--- src/rtl/coeff_code_encoder.sv ---
// Two-stage streaming encoder: signed coefficient -> {negate, marker, 3-bit mantissa, shift} code
// with valid/ready backpressure and per-frame last tagging.
module coeff_code_encoder #(
    parameter int DATA_W    = 10,
    parameter int FRAME_LEN = 16
) (
    input  logic              clk,
    input  logic              rst,
    input  logic              in_valid,
    output logic              in_ready,
    input  logic [DATA_W-1:0] in_data,
    output logic              out_valid,
    input  logic              out_ready,
    output logic [9:0]        out_code,
    output logic              out_last,
    output logic              out_zero
);

    localparam int CNT_W = (FRAME_LEN > 1) ? $clog2(FRAME_LEN) : 1;
    localparam logic [CNT_W-1:0] LAST_IDX = CNT_W'(FRAME_LEN - 1);

    logic              s1_valid;
    logic              s1_sign;
    logic [DATA_W-1:0] s1_mag;
    logic              s1_zero;
    logic              s1_last;
    logic [CNT_W-1:0]  frame_cnt;

    logic              s2_load;
    logic              in_fire;
    logic [DATA_W-1:0] in_mag;
    logic [3:0]        pos;
    logic [2:0]        mant;
    logic [9:0]        code_next;

    assign s2_load  = s1_valid && (!out_valid || out_ready);
    assign in_ready = !s1_valid || s2_load;
    assign in_fire  = in_valid && in_ready;

    // -512 negates to itself, which read as unsigned is exactly 512
    assign in_mag = in_data[DATA_W-1] ? (~in_data + DATA_W'(1)) : in_data;

    always_comb begin
        pos = '0;
        for (int i = 0; i < 10; i++) begin
            if (s1_mag[i]) pos = i[3:0];
        end
    end

    // Three bits directly below the leading one, zero-filled when fewer exist
    always_comb begin
        mant = 3'b000;
        case (pos)
            4'd0:    mant = 3'b000;
            4'd1:    mant = {s1_mag[0], 2'b00};
            4'd2:    mant = {s1_mag[1:0], 1'b0};
            4'd3:    mant = s1_mag[2:0];
            4'd4:    mant = s1_mag[3:1];
            4'd5:    mant = s1_mag[4:2];
            4'd6:    mant = s1_mag[5:3];
            4'd7:    mant = s1_mag[6:4];
            4'd8:    mant = s1_mag[7:5];
            4'd9:    mant = s1_mag[8:6];
            default: mant = 3'b000;
        endcase
    end

    assign code_next = s1_zero ? 10'h000 : {s1_sign, 1'b1, mant, 1'b0, pos};

    always_ff @(posedge clk) begin
        if (rst) begin
            s1_valid  <= 1'b0;
            s1_sign   <= 1'b0;
            s1_mag    <= '0;
            s1_zero   <= 1'b0;
            s1_last   <= 1'b0;
            frame_cnt <= '0;
            out_valid <= 1'b0;
            out_code  <= 10'h000;
            out_last  <= 1'b0;
            out_zero  <= 1'b0;
        end else begin
            if (in_fire) begin
                s1_valid  <= 1'b1;
                s1_sign   <= in_data[DATA_W-1];
                s1_mag    <= in_mag;
                s1_zero   <= (in_data == '0);
                s1_last   <= (frame_cnt == LAST_IDX);
                frame_cnt <= (frame_cnt == LAST_IDX) ? '0 : frame_cnt + 1'b1;
            end else if (s2_load) begin
                s1_valid <= 1'b0;
            end

            // Output fields only change on a load, so they hold through a stall
            if (s2_load) begin
                out_valid <= 1'b1;
                out_code  <= code_next;
                out_last  <= s1_last;
                out_zero  <= s1_zero;
            end else if (out_ready) begin
                out_valid <= 1'b0;
            end
        end
    end

endmodule
--- config.mk ---
export PLATFORM = sky130hd
export DESIGN_NAME = coeff_code_encoder
export DESIGN_NICKNAME = d
export VERILOG_FILES = /design/src/rtl/coeff_code_encoder.sv
export SDC_FILE = /design/constraint.sdc
export NUM_CORES = 1
export LEC_CHECK = 0
export ABC_CLOCK_PERIOD_IN_PS = 1700
export BUFFER_PORTS_ARGS = -buffer_cell sky130_fd_sc_hd__buf_2
export CELL_PAD_IN_SITES_DETAIL_PLACEMENT = 0
export CELL_PAD_IN_SITES_GLOBAL_PLACEMENT = 1
export CORE_ASPECT_RATIO = 1.75
export CORE_UTILIZATION = 40
export DETAILED_ROUTE_END_ITERATION = 10
export PLACE_DENSITY_LB_ADDON = 0.12
export RECOVER_POWER = 50
export SLEW_MARGIN = 30
export SYNTH_ARGS = -nofsm -noshare
export SYNTH_HDL_FRONTEND = slang
export SYNTH_SLANG_ARGS = --single-unit
--- constraint.sdc ---
create_clock -name clk -period 1.7 [get_ports clk]
set_input_delay 0.425 -clock clk [delete_from_list [all_inputs] [get_ports clk]]
set_output_delay 0.425 -clock clk [all_outputs]
set_load 0.05 [all_outputs]
* Word level (Yosys, flattened, before mapping) *
Cells that the tools add are included.

storage, ports and cells
  bits in registers = 31
  input bits = 14
  output and inout bits = 14
  logic and storage cells = 49

operators by class
  add/subtract/negate cells = 2
  equality and inequality tests = 10
  muxes and demuxes = 17
  bitwise operators = 1
  reduce and logical (&&, ||, !) cells = 9

operators with widths
  kind                                                  number
  2-to-1 mux 4 bit                                      9
  one-hot mux 3 bit (9 select lines)                    1
  2-to-1 mux 10 bit                                     2
  equality test 4 x 3 -> 1 bit (second input constant)  4
  equality test 4 bit (second input constant)           3
  adder 10 x 1 -> 10 bit (second input constant)        1
  logical NOT 10 bit                                    1
  inverter 10 bit                                       1
  equality test 4 x 2 -> 1 bit (second input constant)  2
  2-to-1 mux 1 bit                                      5
  adder 4 x 1 -> 4 bit (second input constant)          1
  equality test 4 x 1 -> 1 bit (second input constant)  1
  nonzero test 2 bit                                    2
  logical AND 1 bit                                     2
  logical NOT 1 bit                                     2
  logical OR 1 bit                                      2

* Longest topological paths before layout *
  depth after elaboration = 12
  gate-level depth with buffers = 7
  gate-level depth less buffers = 6

* Worst setup path after synthesis *
OpenSTA, ideal clock, no wires.

  path type = reg-to-reg
  from = register out_valid
  to = register frame_cnt[0]
  setup time = 128 ps
  arrival time = 1925 ps
  required time = 1572 ps
  setup slack = -352 ps
  stages on the path, launching flop included = 7
  buffers on the path = 1
  period minus slack after synthesis = 2052 ps
  path through = dfxtp_1 > nand3b_1 > nand2_1 > clkbuf_1 > a311oi_1 > a21oi_1 > nor2_1

between the ends
  word-level cells in the longest chain between the ends = 5

ends and longest elaborated chain
  item                      line  source
  start: declaration        12    output logic out_valid,
  start signal: assignment  78    out_valid <= 1'b0;
  start signal: assignment  96    out_valid <= 1'b1;
  start signal: assignment  101   out_valid <= 1'b0;
  logical NOT 1 bit         36    assign s2_load = s1_valid && (!out_valid || out_ready);
  logical OR 1 bit          36
  logical AND 1 bit         36
  logical OR 1 bit          37    assign in_ready = !s1_valid || s2_load;
  named net in_ready        10    output logic in_ready,
  logical AND 1 bit         38    assign in_fire = in_valid && in_ready;
  end signal: assignment    89    frame_cnt <= (frame_cnt == LAST_IDX) ? '0 : frame_cnt + 1'b1;
  end: declaration          27    logic [CNT_W-1:0] frame_cnt;

The timed path passes the listed nets, and every way through them passes these cells.
A chain may end at the register's enable or synchronous reset.

* Worst setup path in the final report *
  from = register s1_mag[4]
  to = register out_code[5]

between the ends
  word-level cells in the longest chain between the ends = 9
  elaborated cells on any way between the ends = 17
  classes of those cells = eq/ne (9); mux (8)

ends and longest elaborated chain
  item                                               line  source
  start: declaration                                 24    logic [DATA_W-1:0] s1_mag;
  start signal: assignment                           86    s1_mag <= in_mag;
  2-to-1 mux 4 bit (6 in a row)                      46    if (s1_mag[i]) pos = i[3:0];
  equality test 4 bit, or another cell as far along  53    case (pos)
  one-hot mux 3 bit (9 select lines) *               53
  2-to-1 mux 10 bit *                                68    assign code_next = s1_zero ? 10'h000 : {s1_sign, 1'b1, mant, 1'b0, pos};
  end signal: assignment                             97    out_code <= code_next;
  end: declaration                                   14    output logic [9:0] out_code,

Mark *: on every way between the ends. The rest lies on a longest branch, timed or not.

==> summary.log <==
[power] pwr/cell area 875 nW/um^2
[routing] length of the first detailed-routing pass in iterations 4
[sta] final worst path period share 0.956
[cells_and_area] synthesis-to-layout area growth 19.9%
[routing] DR WL/cell 15.5 um
[min_path] worst min-delay path category input pin to flip-flop
[global_routing] met3 track demand over resource 0.0361
[floorplanning] # IOs 28
[cts] number of buffers on the longest clock path 2
[sta] Slew HR 0.460
[critical_path] series of cell instances along the critical path and2b_4 -> buf_4 -> a211o_1 -> a21oi_1 -> o21ai_1 -> a221oi_2
[synthesis] area share of the leading cell type in the synthesized netlist 0.351
[cts] number of setup buffers added after CTS 0
[synthesis] post-synthesis cell count 211
[run] max-cap violations 0
[sta] Tightest Pin Transition 0.811 ns
[sta] unrepaired setup endpoints after global routing no
[critical_path] endpoint kind of the worst setup timing path flip-flop
[routing] number of routed nets with antenna violations 0
[critical_path] worst path required time 1.89 ns
[cells_and_area] n_diodes 0
[cells_and_area] fraction of layout cells with a size suffix above 1 0.225
[cts] clock tree root buffer cell clkbuf_8
[global_routing] initial antenna violation count 0
[sta] shortest period the worst path allows 1.62 ns
[critical_path] buffer and inverter count on the worst path 1
[placement] Detail Placement HPWL 3.67 mm
[critical_path] type of origin of the critical path flip-flop
[critical_path] arrival time of data at the critical path endpoint 1.81 ns
[cts] total CTS buffers 5
[power] standby leakage power 0.813 nW
[global_routing] maximum number of pins on one net before global-route repair 20
[global_routing] GR met1 Demand/Resource 0.221
[cts] number of H-tree levels 2
[critical_path] critical path's slowest cell dfxtp_1
[routing] total number of vias 1659
[global_routing] overall track demand over capacity in global routing 0.229
[cts] clock latency on the worst-skew pair 0.28 ns
[cells_and_area] Total Nets Final 268
[global_routing] met2 demand-to-capacity share in global routing 0.436
[placement] weighted congestion at the end of routability-driven global placement 0.836
[cells_and_area] layout filler cell count 448
[floorplanning] area of the core 4110 um^2
[critical_path] crit path max fanout 7
[cells_and_area] Final Instance Count excl. Fillers 302
[cts] CTS clk-pin slew, worst paths 0.06 ns
[synthesis] combined area of all synthesized cells 1710 um^2
[sta] final setup vio count 0
[synthesis] flip-flop and latch count after synthesis 30
[floorplanning] overall die height 88.5 um
[placement] Placed Cells 294
[placement] Port Buffers 26
[synthesis] leading area contributor after synthesis dfxtp_1
[floorplanning] Cell Rows 31
[global_routing] most crowded layer after global routing met2
[power] IR Drop Worst-Case VDD 0.675 mV
[critical_path] delay of the slowest cell on the worst path 0.37 ns
[floorplanning] initial core utilization 0.416
[synthesis] ranking of synthesized cells by area dfxtp_1 (35%), a21oi_1 (6.7%), nor2_1 (6.1%)
[floorplanning] Total Die Area 4550 um^2
[synthesis] sequential element share of the synthesized area 0.351
[sta] highest clock frequency the design can meet 615 MHz
[cts] Clock Sink Count 30
[global_routing] residual overflow from global routing 0
[critical_path] start-to-end type of the worst setup path flip-flop to flip-flop
[global_routing] global-route wire length before repair 7.71 mm
[routing] wire length reported by the detailed router 4.69 mm
[routing] detailed router's first-iteration violation count 41
[synthesis] mean instance size in the synthesized netlist 8.10 um^2
[global_routing] number of global-route vias before repair 1699
[synthesis] post-synth cell types 53
[status] outcome complete, no violations
[sta] number of endpoints with negative hold slack in the final report 0
[routing] count of unresolved DRC violations after routing 0
[routing] average vias per placed instance 5.49
[sta] total negative setup slack 0 ns
[cts] clock tree from TritonCTS built
[critical_path] Worst path top cell family by delay compound AO/OA/AOI/OAI gates
[floorplanning] horizontal die dimension 51.4 um
[synthesis] Syn. warnings 0
[synthesis] net count after synthesis 227
[sta] Setup Skew 0.00408 ns
[sta] number of pins exceeding their max-slew limit in the final report 0
## placed cells by master (no fill, tap or decap), drive strengths merged, types with 2 or more instances in the layout
master and n:
buf 33, mux2i 3, or4 2, dfxtp 30, ha 2, inv 9, o31ai 4, nor3b 3
nand2b 3, a311oi 2, o21ai 10, and2b 2, a221oi 2, xor2 6, clkbuf 23, or3 3
nand3 4, a21oi 23, nor2 29, o211ai 2, nor3 6, a22oi 2, o41ai 2, a211oi 7
a211o 2, nand2 23
## area by class of cell
class                      count  area, um^2  share of cell area
sequential                    30         604               0.295
clock buffer                   7        86.3              0.0421
clock inverter                 1        5.00             0.00244
timing repair buffer          49         278               0.136
multi-input combinational    157         981               0.479
inverter                       9        33.8              0.0165
tap                           49        61.3              0.0299
## layer usage
layer,part of all wire,vias up,wire length [um]
met5,0,-,0
met4,0.037,0,174
met3,0.031,14,147
met2,0.57,40,2690
met1,0.36,777,1680
li1,-,828,-
## kinds of logic (layout without fill, tap and decap cells)
logic type | after synthesis | after routing | synth area share
compound gates | 63 | 63 | 0.251
xor+xnor | 7 | 7 | 0.0359
fa+ha+maj | 2 | 2 | 0.0146
buf+inv | 24 | 66 | 0.0820
flops | 30 | 30 | 0.351
mux | 3 | 3 | 0.0176
other cells | 1 | 1 | 0.00219
simple gates | 81 | 81 | 0.245
## synthesized netlist by cell type (all sizes together)
cell type	count
a211o	2
a211oi	7
a21boi	1
a21oi	23
a221o	1
a221oi	2
a22oi	2
a311oi	2
a31oi	1
a32oi	1
and2b	2
buf	10
clkbuf	5
conb	1
dfxtp	30
ha	2
inv	9
mux2i	3
nand2	23
nand2b	3
nand3	4
nand3b	1
nand4	1
nor2	29
nor2b	1
nor3	6
nor3b	3
nor4	1
nor4b	1
o211ai	2
o21a	1
o21ai	10
o311a	1
o31a	1
o31ai	4
o41ai	2
or2	1
or3	3
or4	2
xnor2	1
xor2	6
## path summary, 6_finish.rpt
path                          startpoint                        to  slack (ns)  depth (start not counted)
hold reg to reg     s1_sign$_SDFFE_PP0P_      s1_sign$_SDFFE_PP0P_        0.46                          2
setup reg to reg  s1_mag[4]$_SDFFE_PP0P_  out_code[5]$_SDFFE_PP0P_        0.08                          6
hold / removal                  in_valid     s1_valid$_SDFFE_PP0P_        0.41                          3
setup / recovery  s1_mag[4]$_SDFFE_PP0P_  out_code[5]$_SDFFE_PP0P_        0.08                          6
## metrics by stage
step	hold WS, ns	instance area [um^2]	setup WS, ns	power (mW)	util
final	0.405	2050	0.0752	1.79	0.498
after global routing	0.430	2050	0.00689	1.88	0.498
after CTS	0.398	2060	0.0700	1.82	0.502
after detailed placement	0.448	1970	0.0646	1.22	0.479
after global placement	0.448	1970	0.0715	1.22	0.479
after floorplan	0.432	1710	0.0235	1.09	-
## timing repair
| item | CTS | global route |
|---|---|---|
| hold endpoints to repair | 0 | 0 |
| hold buffers | 0 | 0 |
| gates resized for setup | 0 | 3 |
| endpoints found under the setup margin | 0 | 1 |
## state kept, by name (all words and copies together) (netlist names)
register / cells
out_code: 9
frame_cnt: 4
s1_zero: 1
s1_valid: 1
s1_sign: 1
out_valid: 1
s1_mag: 10
out_last: 1
out_zero: 1
s1_last: 1
## worst reg2reg max path, cell delays in order (launching register included)
cell and delay (ns):
dfxtp_1 0.37, and2b_4 0.21, buf_4 0.14, a211o_1 0.27
a21oi_1 0.17, o21ai_1 0.11, a221oi_2 0.26
## report_power, final
part	internal, mW	total [mW]	switching [mW]
clock	0.326	0.587	0.261
combinational	0.171	0.434	0.262
sequential	0.739	0.773	0.0342
total	1.24	1.79	0.557
No activity file was read; power rests on OpenSTA's default activity.
